**src/rtl/pipe_ctrl_pkg.sv**
```systemverilog
// rtl/pipe_ctrl_pkg.sv - shared types and constants for the pipeline hazard/sequencing controller
//
// Contents:
//   pc_state_t  - controller states (RUN, DRAIN, HALTED)
//   WB_SEL_MEM  - writeback-select code of a load (result comes from memory)
//   pipe_ctl_t  - bundle of PC/pipeline-register enables and flushes
//   CTL_*       - the fixed enable/flush patterns the controller drives

package pipe_ctrl_pkg;

    typedef enum logic [1:0] {
        RUN    = 2'd0,
        DRAIN  = 2'd1,
        HALTED = 2'd2
    } pc_state_t;

    localparam logic [1:0] WB_SEL_MEM = 2'b01;

    typedef struct packed {
        logic en_pc;
        logic en_ifid;
        logic en_idex;
        logic en_exmem;
        logic en_memwb;
        logic flush_ifid;
        logic flush_idex;
        logic flush_exmem;
        logic flush_memwb;
    } pipe_ctl_t;

    // Free-running pipeline.
    localparam pipe_ctl_t CTL_RUN = '{
        en_pc: 1'b1, en_ifid: 1'b1, en_idex: 1'b1, en_exmem: 1'b1, en_memwb: 1'b1,
        flush_ifid: 1'b0, flush_idex: 1'b0, flush_exmem: 1'b0, flush_memwb: 1'b0
    };

    // Everything frozen: memory wait or halted core.
    localparam pipe_ctl_t CTL_FREEZE = '{
        en_pc: 1'b0, en_ifid: 1'b0, en_idex: 1'b0, en_exmem: 1'b0, en_memwb: 1'b0,
        flush_ifid: 1'b0, flush_idex: 1'b0, flush_exmem: 1'b0, flush_memwb: 1'b0
    };

    // Reset: PC held, every pipeline register loads a bubble.
    localparam pipe_ctl_t CTL_RESET = '{
        en_pc: 1'b0, en_ifid: 1'b1, en_idex: 1'b1, en_exmem: 1'b1, en_memwb: 1'b1,
        flush_ifid: 1'b1, flush_idex: 1'b1, flush_exmem: 1'b1, flush_memwb: 1'b1
    };

    // Halt detect and drain: stop fetching, kill the younger stages,
    // let the older stages retire.
    localparam pipe_ctl_t CTL_DRAIN = '{
        en_pc: 1'b0, en_ifid: 1'b1, en_idex: 1'b1, en_exmem: 1'b1, en_memwb: 1'b1,
        flush_ifid: 1'b1, flush_idex: 1'b1, flush_exmem: 1'b0, flush_memwb: 1'b0
    };

    // Taken jump: PC loads the target, the two wrong-path instructions die.
    localparam pipe_ctl_t CTL_JUMP = '{
        en_pc: 1'b1, en_ifid: 1'b1, en_idex: 1'b1, en_exmem: 1'b1, en_memwb: 1'b1,
        flush_ifid: 1'b1, flush_idex: 1'b1, flush_exmem: 1'b0, flush_memwb: 1'b0
    };

    // Load-use: hold PC and IF/ID, insert one bubble into EX.
    localparam pipe_ctl_t CTL_STALL = '{
        en_pc: 1'b0, en_ifid: 1'b0, en_idex: 1'b1, en_exmem: 1'b1, en_memwb: 1'b1,
        flush_ifid: 1'b0, flush_idex: 1'b1, flush_exmem: 1'b0, flush_memwb: 1'b0
    };

endpackage

```
**src/rtl/sat_counter.sv**
```systemverilog
// rtl/sat_counter.sv - W-bit event counter that sticks at all-ones
//
// Ports:
//   clk   in      clock
//   reset in      synchronous active-high clear
//   inc   in      count one event this cycle
//   q     out [W] current count

module sat_counter #(
    parameter int W = 16
) (
    input  logic         clk,
    input  logic         reset,
    input  logic         inc,
    output logic [W-1:0] q
);

    localparam logic [W-1:0] ONE = {{(W-1){1'b0}}, 1'b1};

    logic [W-1:0] cnt_d;
    logic [W-1:0] cnt_q;

    always_comb begin
        cnt_d = cnt_q;
        if (inc && (cnt_q != {W{1'b1}})) begin
            cnt_d = cnt_q + ONE;
        end
    end

    always_ff @(posedge clk) begin
        if (reset) begin
            cnt_q <= '0;
        end else begin
            cnt_q <= cnt_d;
        end
    end

    assign q = cnt_q;

endmodule

```
**src/rtl/pipe_ctrl.sv**
```systemverilog
// rtl/pipe_ctrl.sv - hazard, jump-flush, halt-drain and memory-wait sequencing for the 5-stage pipeline
//
// Ports:
//   clk, reset                      clock, synchronous active-high reset
//   rs_id, rt_id [3]                ID source registers
//   uses_rs_id, uses_rt_id          ID instruction reads that source
//   regwrite_adr_ex [3]             EX destination register
//   regwrite_ex                     EX instruction writes a register
//   regwrite_dat_controll_ex [2]    EX writeback source select
//   jump                            taken jump resolved in EX
//   is_halt_ex                      halt instruction in EX
//   mem_wait                        main memory busy, freeze everything
//   en_pc, en_ifid .. en_memwb      PC / pipeline register enables (combinational)
//   flush_ifid .. flush_memwb       load bubble when enabled (combinational)
//   flushed                         registered, fetch refilling after a jump flush
//   is_halt                         registered, core halted
//   stall_count, flush_count [CNT_W] saturating debug counters

module pipe_ctrl
    import pipe_ctrl_pkg::*;
#(
    parameter int DRAIN_CYCLES = 2,
    parameter int CNT_W        = 16
) (
    input  logic             clk,
    input  logic             reset,
    input  logic [2:0]       rs_id,
    input  logic [2:0]       rt_id,
    input  logic             uses_rs_id,
    input  logic             uses_rt_id,
    input  logic [2:0]       regwrite_adr_ex,
    input  logic             regwrite_ex,
    input  logic [1:0]       regwrite_dat_controll_ex,
    input  logic             jump,
    input  logic             is_halt_ex,
    input  logic             mem_wait,
    output logic             en_pc,
    output logic             en_ifid,
    output logic             en_idex,
    output logic             en_exmem,
    output logic             en_memwb,
    output logic             flush_ifid,
    output logic             flush_idex,
    output logic             flush_exmem,
    output logic             flush_memwb,
    output logic             flushed,
    output logic             is_halt,
    output logic [CNT_W-1:0] stall_count,
    output logic [CNT_W-1:0] flush_count
);

    localparam int DCNT_W = $clog2(DRAIN_CYCLES + 1);
    localparam logic [DCNT_W-1:0] DCNT_LOAD = DCNT_W'(DRAIN_CYCLES);
    localparam logic [DCNT_W-1:0] DCNT_ONE  = DCNT_W'(1);

    pc_state_t         state_d, state_q;
    logic [DCNT_W-1:0] dcnt_d, dcnt_q;
    logic              flushed_d, flushed_q;
    logic              is_halt_d, is_halt_q;

    pipe_ctl_t ctl;
    logic      lu;
    logic      inc_stall;
    logic      inc_flush;

    // A load in EX produces its data only after MEM, so a dependent
    // instruction in ID must wait one cycle. r0 is an ordinary register here.
    assign lu = regwrite_ex
             && (regwrite_dat_controll_ex == WB_SEL_MEM)
             && ((uses_rs_id && (rs_id == regwrite_adr_ex))
              || (uses_rt_id && (rt_id == regwrite_adr_ex)));

    always_comb begin
        state_d   = state_q;
        dcnt_d    = dcnt_q;
        flushed_d = 1'b0;
        ctl       = CTL_FREEZE;
        inc_stall = 1'b0;
        inc_flush = 1'b0;

        if (reset) begin
            ctl = CTL_RESET;
        end else begin
            unique case (state_q)
                RUN: begin
                    if (mem_wait) begin
                        ctl = CTL_FREEZE;
                    end else if (is_halt_ex) begin
                        ctl     = CTL_DRAIN;
                        state_d = DRAIN;
                        dcnt_d  = DCNT_LOAD;
                    end else if (jump) begin
                        ctl       = CTL_JUMP;
                        inc_flush = 1'b1;
                        flushed_d = 1'b1;
                    end else if (lu) begin
                        ctl       = CTL_STALL;
                        inc_stall = 1'b1;
                    end else begin
                        ctl = CTL_RUN;
                    end
                end

                DRAIN: begin
                    // jump and lu belong to killed instructions; ignore them.
                    if (mem_wait) begin
                        ctl = CTL_FREEZE;
                    end else begin
                        ctl    = CTL_DRAIN;
                        dcnt_d = dcnt_q - DCNT_ONE;
                        if (dcnt_q == DCNT_ONE) begin
                            state_d = HALTED;
                        end
                    end
                end

                HALTED: begin
                    ctl = CTL_FREEZE;
                end

                default: begin
                    ctl     = CTL_FREEZE;
                    state_d = RUN;
                end
            endcase
        end

        // is_halt rises on the same edge the state enters HALTED.
        is_halt_d = (state_d == HALTED);
    end

    always_ff @(posedge clk) begin
        if (reset) begin
            state_q   <= RUN;
            dcnt_q    <= '0;
            flushed_q <= 1'b0;
            is_halt_q <= 1'b0;
        end else begin
            state_q   <= state_d;
            dcnt_q    <= dcnt_d;
            flushed_q <= flushed_d;
            is_halt_q <= is_halt_d;
        end
    end

    sat_counter #(.W(CNT_W)) u_stall_cnt (
        .clk   (clk),
        .reset (reset),
        .inc   (inc_stall),
        .q     (stall_count)
    );

    sat_counter #(.W(CNT_W)) u_flush_cnt (
        .clk   (clk),
        .reset (reset),
        .inc   (inc_flush),
        .q     (flush_count)
    );

    assign en_pc       = ctl.en_pc;
    assign en_ifid     = ctl.en_ifid;
    assign en_idex     = ctl.en_idex;
    assign en_exmem    = ctl.en_exmem;
    assign en_memwb    = ctl.en_memwb;
    assign flush_ifid  = ctl.flush_ifid;
    assign flush_idex  = ctl.flush_idex;
    assign flush_exmem = ctl.flush_exmem;
    assign flush_memwb = ctl.flush_memwb;
    assign flushed     = flushed_q;
    assign is_halt     = is_halt_q;

endmodule

```
**config.mk**
```make
export PLATFORM = sky130hd
export DESIGN_NAME = pipe_ctrl
export DESIGN_NICKNAME = d
export VERILOG_FILES = /design/src/rtl/pipe_ctrl_pkg.sv /design/src/rtl/sat_counter.sv /design/src/rtl/pipe_ctrl.sv
export SDC_FILE = /design/constraint.sdc
export NUM_CORES = 1
export LEC_CHECK = 0
export CAP_MARGIN = 20
export CORE_ASPECT_RATIO = 0.75
export CORE_UTILIZATION = 47
export DETAILED_ROUTE_END_ITERATION = 16
export GPL_TIMING_DRIVEN = 0
export PLACE_DENSITY = 0.84
export SLEW_MARGIN = 20
export SYNTH_ARGS = -nofsm -noshare
export SYNTH_HDL_FRONTEND = slang
export SYNTH_SLANG_ARGS = --single-unit
```
**constraint.sdc**
```tcl
create_clock -name clk -period 2.3 [get_ports clk]
set_input_delay 0.46 -clock clk [delete_from_list [all_inputs] [get_ports clk]]
set_output_delay 0.46 -clock clk [all_outputs]
set_load 0.05 [all_outputs]
```
==> results.yml <==
final_layout:
  layoutNonFillerInstCount: 372
  nNetsFinal: 340
  areaGrowthSynthToFinish_pct: 42.1
  diodes: 0
  drive_gt1_share_pct: 19.6
  design_area_um2: 3050
yosys:
  synth_cell_types: 57
  synth_top_area_cell: "dfxtp_1"
  synth_cells: 242
  synth_top_area_share_pct: 35.5
  synth_edf_count: 0
  ys_ff_latch: 38
  synthArstFlopShare_pct: 0
  synth_fp_nets: 264
  ys_seq_area_share_pct: 35.5
  syn_avg_cell_area_um2: 8.86
  yosysWarnings: 0
  synthTopCellsByArea: "dfxtp_1, nor2_1, nand2_1, a21oi_1, nand4_1"
  syn-cell-area_um2: 2140
  synth-main-ff-cell: "dfxtp_1"
run_status:
  violations: "negative setup slack"
  status: "finished with violations"
hold_path:
  hold_class: "reg2reg"
  min_to: "dcnt_q[1]"
  hold_depth: 2
  holdCritStartpoint: "dcnt_q[1]"
die:
  rows: 20
  die_x_um: 80.0
  dieArea_um2: 4840
  fp.dieH_um: 60.5
  core_area_um2: 4200
  start_util_pct: 51.0
  io_pins: 62
sta:
  rsz0062_at_grt: "true"
  clock-skew-final_ps: 5.03
  setup_tns_ps: -36.4
  worst_pin_slew_ps: 595
  fin_crit_sh_pct: 102
  setup_viol: 1
  min_period_ps: 2340
  slew_headroom_pct: 60.4
  finalHoldViolCount: 0
  fin_ws_ps: -36.4
  max_freq_mhz: 428
  drv_slew: 0
place:
  dpl_cell_area_um2: 2830
  detailed_place_hpwl_mm: 4.16
  routabilityCongestion: 0.836
  dp.cells: 358
  place_worst_setup_slack_ps: -1370
  portBuffers: 61
global_routing:
  track_usage_pct: 24.8
  overflow: 0
  grt_antenna_before_repair: 0
  grt_max_degree: 11
  grt_pass1_vias: 1828
  grt_pass1_wl_mm: 9.03
clock_tree:
  holdBufCountCts: 0
  cts_made_buffers: 5
  clk_path_buf_depth: 2
  clock_sink_count: 38
  h-tree-depth: 2
  cts-root-buf: "clkbuf_8"
  path_clk_slew_ps: 70
  cts_tree: "done"
  clk-insertion-delay-late_ps: 290
drt:
  wl_mm: 6.33
  m1WireLength_mm: 2.92
  avgViaCountPerCell: 5.97
  drc: 0
  vias: 2222
  routedWlPerCell_um: 17.0
  topRoutingLayerUsed: "met4"
  dr_wl_met3_um: 384
  drtAntennaViolNets: 0
  route.met2.wl_mm: 2.89
  drt_iter0_drc: 266
  dr.pass1.iters: 5
pwr:
  p_leak_nw: 1.12
  max-vdd-ir-drop_mv: 0.320
  power.total_mw: 1.33
  power_per_cell_area_nw_per_um2: 437
critical_path:
  worstSetupPathType: "in2out"
  path_max_fanout: 10
  critical_path_required_ps: 1840
  r2r_start: "u_stall_cnt.q[3]"
  crit_arrival_ps: 1880
  r2r_cells: 5
  r2r-end: "u_stall_cnt.q[11]"
  reg2reg_slack_ps: 50
  crit_path_end_kind: "primary output"
  cp-start-kind: "primary input"
run:
  maxCapViolCount: 0
[critical path, cell delays in order]
cell	delay (ps)
clkdlybuf4s15_2	280
clkbuf_4	260
clkbuf_4	260
nor2_4	70
a31oi_1	270
buf_4	260
[how the worst max path moves through the flow]
stage,from,end,cells after the start
floorplan,rs_id[0],flush_idex,5
global placement,reset,en_ifid,6
detailed placement,reset,en_idex,7
CTS,reset,en_exmem,6
global route,reset,en_ifid,6
finish,reset,en_ifid,6
[repair_timing]
item                                   in CTS  in global routing
endpoints found under the hold margin       0                  0
setup buffers                               6                  2
setup endpoints to repair                  31                 12
pin swaps                                   9                 12
resized for setup                          57                 24
[layout make-up]
class                           instances  area [µm²]
Sequential cell                        38         761
Clock buffer                            6        82.6
Multi-Input combinational cell        188        1360
Tap cell                               55        68.8
Inverter                                6        23.8
Buffer                                 10        75.1
Timing Repair Buffer                   69         671
Fill cell                             305        1160
[cells in the final DEF, fill, tap and decap left out, types with 7 or more instances in the layout]
master           Yosys  layout
dlymetal6s2s_1       0       7
buf_4                4      12
or3_1                8       7
nand2_1             20      20
nand3_1             10      10
dfxtp_1             38      38
o21ai_0              8       7
nand4_1             10      10
clkdlybuf4s50_1      0      40
nor2_1              28      26
a21oi_1             14      12
[per-layer routing]
layer  vias to the layer above  GRT usage (%)
met5                         -              0
met4                         0           6.38
met3                        15           3.91
met2                       100           38.7
met1                      1062           36.1
li1                       1045              -
[through the flow]
stage               utilization (%)  hold slack (ps)
finish                         72.4              473
global route                   72.4              488
CTS                            70.6              468
detailed placement             67.3              458
global placement               67.3              457
floorplan                         -              440
[sequential cells by signal, summed over array words and instances, names as in the netlist]
name,flops
u_flush_cnt.q,16
flushed,1
u_stall_cnt.q,16
is_halt,1
dcnt_q,2
state_q,2
[cell families (layout without fill, tap and decap cells)]
group,after synthesis,count (layout),synth area share (%)
fa+ha+maj,3,3,1.75
flops,38,38,35.5
mux,7,7,3.39
buf+inv,16,91,4.20
simple gates,112,112,30.2
compound gates,51,51,17.7
xor+xnor,15,15,7.18
[cells in the mapped netlist (2+ instances only)]
cell type,n
and3_1,2
or4_1,3
xnor2_1,7
o41ai_1,2
mux2i_1,5
dfxtp_1,38
buf_4,4
clkbuf_1,3
a311oi_1,2
nand4_1,10
buf_6,2
xor2_1,5
o31ai_1,2
nor3_1,4
and4b_1,2
or2_2,4
nor3_4,2
nor2b_1,3
a2111oi_2,2
nor4_1,2
ha_1,3
and2_1,2
xnor2_2,3
nand2_1,20
o211ai_1,5
inv_1,5
a31oi_1,2
nand3_1,10
nor2_1,28
a31o_2,2
or3_1,8
mux2_2,2
o21ai_0,8
and4_1,3
a21oi_1,14
a211oi_1,2
[where the power goes]
| part | switching, mW | leakage, nW | internal [mW] | total [mW] |
|---|---|---|---|---|
| clock | 0.225 | 0.0431 | 0.231 | 0.456 |
| sequential | 0.00308 | 0.307 | 0.663 | 0.666 |
| combinational | 0.125 | 0.774 | 0.0834 | 0.208 |
Note: power is estimated with default switching activity, not from simulation.
==> RTL change, RTL diff (config.mk and constraints unchanged) <==
The parameter `DRAIN_CYCLES` goes from 2 to 4.
--- a/src/rtl/pipe_ctrl.sv
+++ b/src/rtl/pipe_ctrl.sv
@@ -20,5 +20,5 @@
     import pipe_ctrl_pkg::*;
 #(
-    parameter int DRAIN_CYCLES = 2,
+    parameter int DRAIN_CYCLES = 4,
     parameter int CNT_W        = 16
 ) (
Function: changed (Yosys sat finds a counterexample within 4 cycles, from zero or initial values and one cycle with reset high).
==> RTL change against the unedited design <==
Final area grew 0.41%. Total power grew 2.2%. Sequential cell count grew 1. Synthesized cell count grew 6.2%. Sequential power grew 3%. Clock power grew 11%. Area after synthesis shrank 0.70%. Sequential share of layout area grew 0.84 points. Count of clock-buffer cells in the layout grew 2. Setup slack gained 57 ps. Die area shrank 0.68%. Wire length shrank 11%.
==> RTL change: results (changes against the unedited design) <==
dpl cells=373 (was 358); Crit-path slowest cell=or4_4 (was clkdlybuf4s15_2); Syn Nets=280 (was 264); drt total wl=5640 µm (was 6330 µm); Logic inverters=8 (was 6); nets=356 (was 340); Final Wtd Congestion=0.818 (was 0.836); largest net degree at the start of global routing=12 (was 11); M1 GR Usage=33.0% (was 36.1%); Worst path top cell family by delay=simple AND/OR/NAND/NOR gates (was buffers and inverters); M1 WL=2700 µm (was 2920 µm); M3 GR Usage=5.95% (was 3.91%); post-DP HPWL=3970 µm (was 4160 µm); DRT Pass-1 Iters=4 (was 5); DRT iter0 DRCs=147 (was 266); status=finished, final reports clean (was complete, but fails checks); relative slew slack=62.9% (was 60.4%); Buffers excl. clock=84 (was 79); met2 Use GR=35.9% (was 38.7%); htree depth=2 (unchanged); Fillers=328 (was 305); total global-route track usage=23.5% (was 24.8%); multi-input gates=195 (was 188); # clk buffers=8 (was 6); CP Max Fanout=8 (was 10); DR WL met3=430 µm (was 384 µm); fraction of area in registers=25.8% (was 25.0%); sequential share of the synthesized area=36.7% (was 35.5%); Final non-clock buffer share=24.4% (was 24.5%); Synth area leaders=dfxtp_1 37%, xnor2_1 5.8%, a21oi_1 5.2% (was dfxtp_1 35%, nor2_1 4.9%, nand2_1 3.5%); fraction of area in multi-input gates=43.3% (was 44.8%); WP data arrival=2500 ps (was 1880 ps); Via Count=2208 (was 2222); Seq cells post-synth=39 (was 38); Pleak=0.00101 µW (was 0.00112 µW); first-pass GRT wire length=8660 µm (was 9030 µm); vias per inst=5.68 (was 5.97); vias in the first global route=1822 (was 1828); Place WS=-902 ps (was -1370 ps); critical path's largest stage delay=520 ps (was 280 ps); Max VDD drop=0.000359 V (was 0.000320 V); top cells by count, synth=39 x dfxtp_1, 26 x nor2_1, 22 x a21oi_1 (was 38 x dfxtp_1, 28 x nor2_1, 20 x nand2_1)
RTL change: final timing paths:
kind | endpoint | cells past startpoint | slack [ps] | startpoint
worst max-delay path | u_stall_cnt.q[2]$_SDFFE_PP0P_ | 6 | 20 | state_q[0]$_SDFF_PP0_
worst min-delay path | u_stall_cnt.q[9]$_SDFFE_PP0P_ | 2 | 480 | u_stall_cnt.q[9]$_SDFFE_PP0P_
worst max register to register | u_stall_cnt.q[2]$_SDFFE_PP0P_ | 6 | 20 | state_q[0]$_SDFF_PP0_
worst min register to register | u_stall_cnt.q[9]$_SDFFE_PP0P_ | 2 | 480 | u_stall_cnt.q[9]$_SDFFE_PP0P_
RTL change: what timing repair did:
action | in CTS | in global routing
gates resized for setup | 69 | 17
setup endpoints to repair | 24 | 16
setup buffers | 6 | 1
pin swaps | 11 | 6
endpoints found under the hold margin | 0 | 0
cloned | 1 | 0
RTL change: cells by family (layout without fill, tap and decap cells):
logic type | after synthesis | count (layout) | share of synthesized area [%]
AND/OR/NAND/NOR | 116 | 116 | 30.2
AO/OA/AOI/OAI | 53 | 53 | 16.3
flip-flops | 39 | 39 | 36.7
buffers and inverters | 23 | 100 | 5.11
XOR/XNOR | 18 | 18 | 7.41
adder cells (fa/ha/maj) | 4 | 4 | 2.35
multiplexers | 4 | 4 | 1.94
RTL change: through the flow:
stage	setup TNS (ps)	utilization, %	total power, µW	area [µm²]
final	0	72.7	1360	3060
after global routing	-23.3	72.7	1420	3060
after CTS	-286	71.4	1370	3000
after detailed placement	-16170	67.3	870	2830
after global placement	-15520	67.3	866	2830
after floorplan	-154	-	798	2150
RTL change: where the power goes:
part	switching [µW]	leakage [µW]	internal, µW	total [µW]
logic	98.4	0.000644	70.5	169
clock network	231	0.0000515	274	505
registers	4.51	0.000318	681	685
total	334	0.00101	1020	1360
